File: config.mk
export PLATFORM = sky130hd
export DESIGN_NAME = resample_phase_frontend
export DESIGN_NICKNAME = d
export VERILOG_FILES = /design/src/rtl/resample_phase_frontend_pkg.sv /design/src/rtl/resample_phase_ch.sv /design/src/rtl/resample_phase_frontend.sv
export SDC_FILE = /design/constraint.sdc
export NUM_CORES = 1
export LEC_CHECK = 0
export BUFFER_PORTS_ARGS = -buffer_cell sky130_fd_sc_hd__buf_2
export CORE_UTILIZATION = 61
export DETAILED_ROUTE_END_ITERATION = 16
export GPL_TIMING_DRIVEN = 0
export PLACE_DENSITY_LB_ADDON = 0.15
export SLEW_MARGIN = 5
export SYNTH_ARGS = -nofsm -noshare
export SYNTH_HDL_FRONTEND = slang
export SYNTH_HIERARCHICAL = 1
export SYNTH_SLANG_ARGS = --single-unit
File: constraint.sdc
create_clock -name clk -period 2.8 [get_ports clk]
set_input_delay 0.28 -clock clk [delete_from_list [all_inputs] [get_ports clk]]
set_output_delay 0.28 -clock clk [all_outputs]
set_load 0.02 [all_outputs]
File: src/rtl/resample_phase_frontend_pkg.sv
// Shared definitions for the resampler front end: channel FSM encoding and
// default rate/phase geometry, also consumed by the downstream interpolator.
package resample_phase_frontend_pkg;

    localparam int RATE_W_DEF    = 10;
    localparam int RATE_FRAC_DEF = 6;

    typedef enum logic [1:0] {
        ST_IDLE  = 2'd0,
        ST_FETCH = 2'd1,
        ST_WAIT  = 2'd2,
        ST_DONE  = 2'd3
    } ch_state_e;

endpackage

File: src/rtl/resample_phase_ch.sv
// One resampler channel: phase accumulator, input-sample fetch sequencer,
// history window shift register and sticky overflow flag.
module resample_phase_ch
    import resample_phase_frontend_pkg::*;
#(
    parameter int DATA_W    = 24,
    parameter int RATE_W    = RATE_W_DEF,
    parameter int RATE_FRAC = RATE_FRAC_DEF,
    parameter int DEPTH     = 8
) (
    input  logic                           clk,
    input  logic                           rst,
    input  logic                           rst_ch,
    input  logic [RATE_W-1:0]              rate,
    input  logic                           pop,
    output logic                           fetch,
    input  logic                           ack,
    input  logic [DATA_W-1:0]              data,
    output logic                           ready,
    output logic [RATE_FRAC-1:0]           phase,
    output logic                           ovf,
    output logic [DEPTH-1:0][DATA_W-1:0]   window
);

    localparam int NEED_W = RATE_W - RATE_FRAC + 1;

    ch_state_e              state_q, state_d;
    logic [RATE_FRAC-1:0]   phase_q;
    logic [NEED_W-1:0]      need_q;
    logic [RATE_W:0]        sum;

    assign sum = (RATE_W+1)'(phase_q) + (RATE_W+1)'(rate);

    always_ff @(posedge clk or negedge rst) begin
        if (!rst) state_q <= ST_IDLE;
        else      state_q <= state_d;
    end

    always_comb begin
        state_d = state_q;
        case (state_q)
            ST_IDLE:  if (pop) state_d = (sum[RATE_W:RATE_FRAC] == '0) ? ST_DONE : ST_FETCH;
            ST_FETCH: state_d = ST_WAIT;
            ST_WAIT:  if (ack) state_d = (need_q > NEED_W'(1)) ? ST_FETCH : ST_DONE;
            ST_DONE:  state_d = ST_IDLE;
            default:  state_d = ST_IDLE;
        endcase
        if (rst_ch) state_d = ST_IDLE;
    end

    // Handshake outputs are registered off the current state, so each pulse
    // trails its state by one cycle and the phase appears together with ready.
    always_ff @(posedge clk or negedge rst) begin
        if (!rst) begin
            phase_q <= '0;
            need_q  <= '0;
            window  <= '0;
            ovf     <= 1'b0;
            fetch   <= 1'b0;
            ready   <= 1'b0;
            phase   <= '0;
        end else if (rst_ch) begin
            phase_q <= '0;
            need_q  <= '0;
            window  <= '0;
            ovf     <= 1'b0;
            fetch   <= 1'b0;
            ready   <= 1'b0;
        end else begin
            fetch <= (state_q == ST_FETCH);
            ready <= (state_q == ST_DONE);
            if (state_q == ST_DONE) phase <= phase_q;
            if (pop && state_q == ST_IDLE) begin
                phase_q <= sum[RATE_FRAC-1:0];
                need_q  <= sum[RATE_W:RATE_FRAC];
            end
            if (pop && state_q != ST_IDLE) ovf <= 1'b1;
            if (ack && state_q == ST_WAIT) begin
                window <= {window[DEPTH-2:0], data};
                need_q <= need_q - 1'b1;
            end
        end
    end

endmodule

File: src/rtl/resample_phase_frontend.sv
// Multi-channel resampler front end: per-channel lane slicing around
// resample_phase_ch instances plus the shared registered window read port.
module resample_phase_frontend
    import resample_phase_frontend_pkg::*;
#(
    parameter int NUM_CH      = 2,
    parameter int NUM_CH_LOG2 = 1,
    parameter int DATA_W      = 24,
    parameter int RATE_W      = RATE_W_DEF,
    parameter int RATE_FRAC   = RATE_FRAC_DEF,
    parameter int DEPTH       = 8,
    parameter int DEPTH_LOG2  = 3
) (
    input  logic                        clk,
    input  logic                        rst,
    input  logic [NUM_CH-1:0]           rst_ch,
    input  logic [RATE_W*NUM_CH-1:0]    rate_i,
    input  logic [NUM_CH-1:0]           pop_i,
    output logic [NUM_CH-1:0]           pop_o,
    input  logic [NUM_CH-1:0]           ack_i,
    input  logic [DATA_W*NUM_CH-1:0]    data_i,
    output logic [NUM_CH-1:0]           ack_o,
    output logic [RATE_FRAC*NUM_CH-1:0] phase_o,
    output logic [NUM_CH-1:0]           ovf_o,
    input  logic [NUM_CH_LOG2-1:0]      rd_ch_i,
    input  logic [DEPTH_LOG2-1:0]       rd_idx_i,
    output logic [DATA_W-1:0]           rd_data_o
);

    logic [NUM_CH-1:0][DEPTH-1:0][DATA_W-1:0] win;
    logic [DATA_W-1:0]                        rd_sel;

    for (genvar g = 0; g < NUM_CH; g++) begin : g_ch
        resample_phase_ch #(
            .DATA_W    (DATA_W),
            .RATE_W    (RATE_W),
            .RATE_FRAC (RATE_FRAC),
            .DEPTH     (DEPTH)
        ) u_ch (
            .clk    (clk),
            .rst    (rst),
            .rst_ch (rst_ch[g]),
            .rate   (rate_i[g*RATE_W +: RATE_W]),
            .pop    (pop_i[g]),
            .fetch  (pop_o[g]),
            .ack    (ack_i[g]),
            .data   (data_i[g*DATA_W +: DATA_W]),
            .ready  (ack_o[g]),
            .phase  (phase_o[g*RATE_FRAC +: RATE_FRAC]),
            .ovf    (ovf_o[g]),
            .window (win[g])
        );
    end

    // Only a non-power-of-two channel count can select a missing channel.
    if (NUM_CH == (1 << NUM_CH_LOG2)) begin : g_rd_full
        assign rd_sel = win[rd_ch_i][rd_idx_i];
    end else begin : g_rd_part
        assign rd_sel = (32'(rd_ch_i) < NUM_CH) ? win[rd_ch_i][rd_idx_i] : '0;
    end

    always_ff @(posedge clk or negedge rst) begin
        if (!rst) rd_data_o <= '0;
        else      rd_data_o <= rd_sel;
    end

endmodule
==> results, run 1 <==
- In this run the number of H-tree levels came out at 2.
- Of the available clock period, the critical path in the final layout requires 79.1%.
- The worst register-to-register path ends at g_ch[0].u_ch/need_q[4].
- 0 antenna diodes ended up in the layout.
- For met2 alone, demand over resource in global routing was 59.8%.
- Across all register-to-register paths, the minimum setup slack is 0.58 ns.
- The non-filler instance count after layout is 2942.
- For this design the static power due to leakage is 10.7 nW.
- TritonCTS built the clock tree.
- Yosys attributes the largest share of cell area to sky130_fd_sc_hd__dfrtp_1 (53%), sky130_fd_sc_hd__nand2_1 (15%), sky130_fd_sc_hd__mux4_2 (10%).
- The largest total area in the synthesized netlist belongs to sky130_fd_sc_hd__dfrtp_1.
- Counting cells, the worst reg-to-reg path comes to 8.
- The post-detailed-placement cell area is 22700 um^2.
- The remaining number of nets flagged by the antenna check after routing is 0.
- In this run the horizontal extent of the chip is 189 um.
- Of the post-synthesis cell area, the dominant cell type holds 52.8%.
- At the pin with the least slew margin, the transition time is 1.13 ns.
- The met1 usage in global routing is 47.7%.
- The I/O pin count is 122.
- The count of buffers added on input and output ports is 117.
- Setup total negative slack on the finished layout was measured at 0 ns.
- After detailed routing, the total wire length is 63000 um.
- In the routed layout, each cell is associated on average with a via count of 6.12.
- The number of standard cells after synthesis is 2235.
- Cells with a size suffix above 1 make up 16.3% of the layout.
- The final setup violation count is 0.
- The overall die height is 189 um.
- The number of instances on the worst hold path is 3.
- In the post-synthesis netlist, the cell with the most instances is sky130_fd_sc_hd__nand2_1.
- The clock period minus worst slack is 2.22 ns.
- Dividing the detail-routed wire length by the instance count gives 21.4 um.
- The layout overhead on the synthesized area is 15.9%.
- After synthesis, the most frequently instantiated cells are sky130_fd_sc_hd__nand2_1 (838), sky130_fd_sc_hd__dfrtp_1 (452), sky130_fd_sc_hd__a21oi_1 (404).
- The total global-route track usage is 36.2%.
- The worst min-delay path endpoint is g_ch[0].u_ch/window[22].
- The worst setup path is captured at a register.
- No sink is reached through more buffers than the 3 on the longest clock path.
- The post-CTS setup-driven buffer insertion count is 0.
- The number of antenna violations at the first check in global routing came to 0.
- In this run the power density over the cells is 620 nW/um^2.
- STA classifies the critical path startpoint as a register.
- Summing all non-filler instances in the final layout gives an area of 24800 um^2.
- The via count of the first global-routing pass is 18100.
- Counting tap cells, the placed design contains a total of 2811 instances.
- Across the run, the number of max-cap violations was 0.
- The sequential-to-total area share from yosys stat is 52.8%.
- The remaining routing DRC violations is 0.
- The utilization after layout is 71.9%.
- The most used flip-flop cell after synthesis is sky130_fd_sc_hd__dfrtp_1.
- The met3 usage in global routing is 6.45%.
- The placeable core region is 34500 um^2.
- The startpoint identified for the worst register-to-register timing path is g_ch[0].u_ch/phase_q[0].
- The data required time of the worst path is 3.28 ns.
- The wire-length estimate of the detail-placed layout is 45100 um.
- The total grt overflow is 0.
- The number of nets handed over by synthesis was 2333.
- The total of fill cells in the finished design is 2592.
- The clock root buffer is sky130_fd_sc_hd__clkbuf_16.
- Yosys printed 6 warnings.
- The post-synthesis async set-or-reset flop share is 100%.
- The distinct cell type count of the synthesized netlist is 52.
- The number of slew-limit violations in the final report is 0.
- The number of enable-type register cells in the synthesized netlist is 0.
- The busiest metal layer after global routing is met2.
- In this run the mean area of a mapped cell was 9.59 um^2.
- The synthesized netlist occupies a cell area of 21400 um^2.
- The total of hold buffers inserted after clock tree synthesis is 48.
- The maximum number of pins on one net before global-route repair is 119.
- The number of hold violations in the final report is 0.
- The detailed-route via count is 18000.
- The worst pin sits at a relative slew slack of 24.5%.
- Timing would allow up to 451 MHz.
- Setup repair after global routing left no endpoint under its margin.
- Data arrives at the worst endpoint at 2.70 ns.
- The starting density of the core is 62.0%.
- The first global-routing pass estimated 99600 um of wire.
- The number of rows created at floorplan is 68.
- VDD sags by at most 0.571 mV.
- The largest driver fanout on the critical path is 5.
- Synthesis inferred 452 register bits.
- The min-delay analysis places its worst path in the category in -> reg.
- After clock tree synthesis, the clock-pin slew on the worst setup and hold paths is 0.06 ns.
- CTS saw 452 sinks.
- Counting the buffers created by CTS gives 47.
- Routability-driven placement finished with a final weighted congestion of 0.959.
- The later-pin clock latency in the skew report is 0.56 ns.
- The post-cts gate resize count is 0.
- The run finished with clean final reports.
- In this run the most critical hold path is launched from data_i[22].
- The overall power of the completed layout is 0.0154 W.
- The start-to-end type of the worst setup path is reg -> reg.
- After the last flow step, the layout net total stands at 2551.
- The worst-case clock skew is 0.0194 ns.
- The violation count after the first detailed-route iteration is 1890.
- For this run, the detailed router's first-pass iteration total came to 7.
- The die covers 35900 um^2.
==> logic make-up after synthesis <==
group / synth area share [%]
buffers and inverters: 4.48
AOI/OAI and AO/OA: 13.6
adders and majority gates: 1.12
DFF: 52.8
muxes: 10.1
and+or+nand+nor: 17.5
xor gates and xnor gates: 0.409
==> where the power goes <==
part | internal [W] | leakage [nW] | switching [W]
combinational | 0.000617 | 3.58 | 0.00134
clock | 0.00403 | 0.804 | 0.00260
sequential | 0.00668 | 6.29 | 0.000135
==> sequential cells by signal, indices dropped and copies added, names as in the netlist <==
name / flops
g_ch.u_ch/window: 384
rd_data_o: 24
g_ch.u_ch/phase: 12
g_ch.u_ch/phase_q: 12
g_ch.u_ch/need_q: 10
g_ch.u_ch/state_q: 4
g_ch.u_ch/fetch: 2
g_ch.u_ch/ovf: 2
g_ch.u_ch/ready: 2
==> final cells by class <==
cell class / instances / area [um^2] / area share [%]
clock inverter: 16 / 241 / 0.973
multi-input combinational: 1590 / 9160 / 36.9
timing repair buffer: 169 / 1190 / 4.78
sequential: 452 / 11300 / 45.6
tap: 455 / 569 / 2.29
buffer: 175 / 892 / 3.59
clock buffer: 67 / 1400 / 5.65
inverter: 18 / 67.6 / 0.272
==> worst max path at each step <==
stage                                  startpoint                       to  depth (start not counted)
final                     g_ch[0].u_ch/phase_q[0]   g_ch[0].u_ch/need_q[4]                          8
after floorplan           g_ch[0].u_ch/phase_q[0]   g_ch[0].u_ch/need_q[4]                          8
after detailed placement                rst_ch[0]  g_ch[0].u_ch/window[22]                          5
after global placement                        rst    g_ch[1].u_ch/phase[5]                          1
after CTS                 g_ch[0].u_ch/phase_q[0]   g_ch[0].u_ch/need_q[4]                          8
after global routing      g_ch[0].u_ch/phase_q[0]   g_ch[0].u_ch/need_q[4]                          8
==> routing by layer <==
metal,vias up,wire [um]
met5,-,0
met4,0,2250
met1,8902,24900
met2,881,30700
met3,169,5120
li1,8060,-
==> stage by stage <==
stage	setup slack [ns]	hold WS, ns
floorplan	0.824	-0.0156
global placement	-7.55	0.455
detailed placement	0.520	0.346
CTS	0.583	0.00590
global route	0.485	0.0350
finish	0.585	0.0215
==> worst max-delay path, cell delays in order (launching register included) <==
cell	delay, ns
sky130_fd_sc_hd__dfrtp_1	0.39
sky130_fd_sc_hd__ha_1	0.23
sky130_fd_sc_hd__inv_1	0.07
sky130_fd_sc_hd__fa_1	0.37
sky130_fd_sc_hd__and2b_2	0.27
sky130_fd_sc_hd__o2111ai_2	0.15
sky130_fd_sc_hd__nand3b_2	0.16
sky130_fd_sc_hd__or3b_1	0.38
sky130_fd_sc_hd__a21oi_1	0.13
==> layout by cell type, fill, tap and decap left out, types with 6 or more instances in the layout <==
cell type                       synthesis  routed
sky130_fd_sc_hd__dfrtp_1              452     452
sky130_fd_sc_hd__clkbuf_1              72      79
sky130_fd_sc_hd__a21oi_1              404     404
sky130_fd_sc_hd__buf_4                 27      27
sky130_fd_sc_hd__buf_6                  7       7
sky130_fd_sc_hd__xor2_1                 6       6
sky130_fd_sc_hd__nand2_1              838     838
sky130_fd_sc_hd__mux4_2                96      96
sky130_fd_sc_hd__buf_2                 65     181
sky130_fd_sc_hd__clkbuf_16              0      49
sky130_fd_sc_hd__a2bb2oi_1              6       6
sky130_fd_sc_hd__clkinv_2               0       6
sky130_fd_sc_hd__o41ai_1                6       6
sky130_fd_sc_hd__a22oi_1               52      52
sky130_fd_sc_hd__nand3b_1               8       8
sky130_fd_sc_hd__o21ai_0               16      16
sky130_fd_sc_hd__o21ai_1                8       8
sky130_fd_sc_hd__bufinv_16              0       6
sky130_fd_sc_hd__a211oi_1               6       6
sky130_fd_sc_hd__inv_1                 18      18
sky130_fd_sc_hd__ha_1                  16      16
sky130_fd_sc_hd__nor2_1                33      33
sky130_fd_sc_hd__dlygate4sd3_1          0      48
sky130_fd_sc_hd__nor3_1                16      16
sky130_fd_sc_hd__clkbuf_8               0      11
No activity file was read; power rests on OpenSTA's default activity.
==> run 2: changes to the inputs <==
==> constraint.sdc (replaced) <==
create_clock -name clk -period 2.05 [get_ports clk]
set_input_delay 0.205 -clock clk [delete_from_list [all_inputs] [get_ports clk]]
set_output_delay 0.205 -clock clk [all_outputs]
set_load 0.02 [all_outputs]
==> run 2 against run 1 <==
  * Final cell count grew 0.51%
  * Critical path depth unchanged
  * Largest cell class unchanged
  * Final area rose by 0.78%
  * Wire length is 1.2% higher
  * Die area did not move
  * Maximum frequency increased by 8.9%
  * Via count rose by 0.83%
==> results, run 2 (same netlist as run 1, synthesis figures left out) <==
- The area of the die is 35900 um^2 (unchanged).
- The clock root buffer is sky130_fd_sc_hd__clkbuf_16 (unchanged).
- The largest driver fanout on the critical path came to 3 (was 5).
- The leading cell type in the layout, fill and taps excluded is sky130_fd_sc_hd__nand2_1 (unchanged).
- The reg-to-reg setup timing slack is 0.01 ns (was 0.58 ns).
- The wire length of the first global-routing pass is 100000 um (was 99600 um).
- The detailed placer's ending HPWL was 45100 um (unchanged).
- The buffer levels on the longest clock path is 3 (unchanged).
- The data required time of the worst path is 2.54 ns (was 3.28 ns).
- The non-filler instance count after layout is 2957 (was 2942).
- The number of cells on the critical path is 8 (unchanged).
- The starting density of the core was 62.0% (unchanged).
- The number of slew-limit violations in the final report came to 0 (unchanged).
- The number of flip-flops in the largest register was 384 (unchanged).
- The violation count after the first detailed-route iteration is 1760 (was 1890).
- The worst-case clock skew was 0.0197 ns (was 0.0194 ns).
- The horizontal die dimension is 189 um (unchanged).
- The average vias per placed instance is 6.14 (was 6.12).
- The share of the clock period used by the worst path was 99.3% (was 79.1%).
- The later-pin clock latency in the skew report is 0.56 ns (about the same).
- The placeable core region is 34500 um^2 (unchanged).
- The I/O pin count was 122 (unchanged).
- The number of iterations in the first detailed-routing pass is 6 (was 7).
- The via count of the first global-routing pass is 18200 (was 18100).
- The share of cells above drive strength 1 came to 16.8% (was 16.3%).
- The buffering stage count on the worst path with inverters included is 1 (unchanged).
- The remaining number of nets flagged by the antenna check after routing was 0 (unchanged).
- The category of cells accounting for the largest share of critical-path delay is simple AND/OR/NAND/NOR gates (unchanged).
- The number of rows created at floorplan is 68 (unchanged).
- The final wirelength is 63700 um (was 63000 um).
- The final estimated routing congestion in global placement came to 0.959 (unchanged).
- The total clock buffers created by CTS came to 47 (unchanged).
- The detailed-route via count came to 18200 (was 18000).
- The clock period minus worst slack is 2.04 ns (was 2.22 ns).
- The final design instance area without fill is 25000 um^2 (was 24800 um^2).
- The number of hold violations in the final report is 0 (unchanged).
- The routed wirelength normalized by instance count is 21.5 um (was 21.4 um).
- The leakage power of the design came to 10.8 nW (was 10.7 nW).
- The clock transition at the register clock pins on the worst setup and hold paths after CTS is 0.07 ns (was 0.06 ns).
- The class of the tightest hold or removal check was in -> reg (unchanged).
- The number of instances on the worst hold path is 3 (unchanged).
- The remaining routing DRC violations is 0 (unchanged).
- The critical-path cell with the highest stage delay was sky130_fd_sc_hd__dfrtp_1 (unchanged).
- The peak clock frequency supported by timing is 491 MHz (was 451 MHz).
- The transition time of the tightest slew-check pin is 1.18 ns (was 1.13 ns).
- The register containing the most flip-flops in the final layout is g_ch.u_ch/window (unchanged).
- The final setup violation count is 0 (unchanged).
- The depth of the CTS H-tree came to 2 (unchanged).
- The overall die height came to 189 um (unchanged).
- The utilization after layout is 72.4% (was 71.9%).
- Most frequent cells in the layout: sky130_fd_sc_hd__nand2_1 (838), sky130_fd_sc_hd__dfrtp_1 (452), sky130_fd_sc_hd__a21oi_1 (404) (unchanged).
- The critical path arrival came to 2.52 ns (was 2.70 ns).
- The start-to-end type of the worst setup path is reg -> reg (unchanged).
- Worst path cell trace: ha_4 > inv_2 > fa_2 > and2b_2 > o2111ai_4 > nand3b_4 > or3b_1 > a21oi_1 (was ha_1 > inv_1 > fa_1 > and2b_2 > o2111ai_2 > nand3b_2 > or3b_1 > a21oi_1).
- Largest registers: g_ch.u_ch/window: 384 flops, rd_data_o: 24 flops (unchanged).
- The layout overhead on the synthesized area was 16.8% (was 15.9%).
- Run status: complete, no violations (unchanged).
- The power per cell area is 845 nW/um^2 (was 620 nW/um^2).
- The number of max-capacitance violations reported is 0 (unchanged).
- The number of placed instances with taps included is 2811 (unchanged).
- The TritonCTS clock tree is yes (unchanged).
- The startpoint kind of the worst setup timing path is a register (unchanged).
- The total of fill cells in the finished design was 2561 (was 2592).
- The post-detailed-placement cell area is 22700 um^2 (unchanged).
- The final-layout worst hold slack was 0.0167 ns (was 0.0215 ns).
- The total negative slack is 0 ns (unchanged).
- The path depth of the worst reg2reg path is 8 (unchanged).
- The clock sink count is 452 (unchanged).
- The net count reported at finish is 2566 (was 2551).
- The total grt overflow is 0 (unchanged).
- The delay of the slowest cell on the worst path is 0.41 ns (was 0.39 ns).
- The total global-route track usage is 36.4% (was 36.2%).
- The number of port buffers came to 117 (unchanged).
- RSZ-0062 raised after global routing: yes (was no).
- The diode insertion count for antenna repair is 0 (unchanged).
- The critical path endpoint category is a register (unchanged).
- The maximum number of pins on one net before global-route repair was 119 (unchanged).
- The maximum vdd ir drop is 0.790 mV (was 0.571 mV).
- The headroom to the max-slew limit is 21.6% (was 24.5%).
- The number of antenna violations at the first check in global routing came to 0 (unchanged).
run 2: cell types whose count changed in the layout (fill, tap and decap cells not counted), moves of 2 or more:
| cell | before | now |
|---|---|---|
| sky130_fd_sc_hd__fa_1 | 2 | 0 |
| sky130_fd_sc_hd__dlygate4sd3_1 | 48 | 54 |
| sky130_fd_sc_hd__o2111ai_2 | 2 | 0 |
| sky130_fd_sc_hd__buf_4 | 27 | 35 |
| sky130_fd_sc_hd__o2111ai_4 | 0 | 2 |
| sky130_fd_sc_hd__ha_1 | 16 | 14 |
| sky130_fd_sc_hd__fa_2 | 0 | 2 |
| sky130_fd_sc_hd__nand3b_4 | 0 | 2 |
| sky130_fd_sc_hd__nand3b_2 | 4 | 2 |
run 2: cell type report:
| type | count | area (um^2) | share of cell area [%] |
|---|---|---|---|
| flip-flops and latches | 452 | 11300 | 45.2 |
| multi-input cells | 1590 | 9220 | 36.8 |
| clock buffers | 67 | 1400 | 5.61 |
| repair buffers | 184 | 1320 | 5.27 |
| plain buffers | 175 | 892 | 3.57 |
| well taps | 455 | 569 | 2.28 |
| clock inverters | 16 | 241 | 0.965 |
| inverters | 18 | 67.6 | 0.270 |
run 2: metrics by stage:
| step | worst slack, ns | total power, W |
|---|---|---|
| after floorplan | 0.0742 | 0.0110 |
| after global placement | -8.22 | 0.0119 |
| after detailed placement | -0.155 | 0.0120 |
| after CTS | -0.00338 | 0.0211 |
| after global routing | -0.0519 | 0.0217 |
| final | 0.0150 | 0.0211 |
run 2: where the power goes:
part / total [W] / switching (W) / internal, W
Combinational: 0.00276 / 0.00187 / 0.000891
Sequential: 0.00931 / 0.000186 / 0.00912
Clock: 0.00908 / 0.00357 / 0.00551
Total: 0.0211 / 0.00562 / 0.0155
run 2: per-layer routing:
metal,GRT usage (%),vias up,routed length [um]
li1,-,8072,-
met1,47.8,9001,25100
met2,60.3,900,31300
met3,6.52,189,5070
met4,14.2,0,2300
met5,0,-,0
run 2: what timing repair did:
item | CTS | global route
gates resized for setup | 7 | 5
hold buffers | 54 | 0
setup buffers | 7 | 2
endpoints found under the hold margin | 144 | 0
pin swaps | 2 | 3
endpoints found under the setup margin | 2 | 5
run 2: worst reg2reg max path, cell delays in order (launching register included):
cell	delay (ns)
sky130_fd_sc_hd__dfrtp_1	0.41
sky130_fd_sc_hd__ha_4	0.18
sky130_fd_sc_hd__inv_2	0.04
sky130_fd_sc_hd__fa_2	0.32
sky130_fd_sc_hd__and2b_2	0.25
sky130_fd_sc_hd__o2111ai_4	0.14
sky130_fd_sc_hd__nand3b_4	0.12
sky130_fd_sc_hd__or3b_1	0.37
sky130_fd_sc_hd__a21oi_1	0.13
run 2: worst paths after layout:
check | startpoint | endpoint
setup / recovery | g_ch[0].u_ch/phase_q[0] | g_ch[0].u_ch/need_q[4]
hold / removal | rst_ch[1] | g_ch[1].u_ch/phase_q[5]
setup reg to reg | g_ch[0].u_ch/phase_q[0] | g_ch[0].u_ch/need_q[4]
hold reg to reg | g_ch[0].u_ch/phase[3] | g_ch[0].u_ch/phase[3]
max in group asynchronous | rst | g_ch[1].u_ch/phase_q[0]
min in group asynchronous | rst | rd_data_o[6]
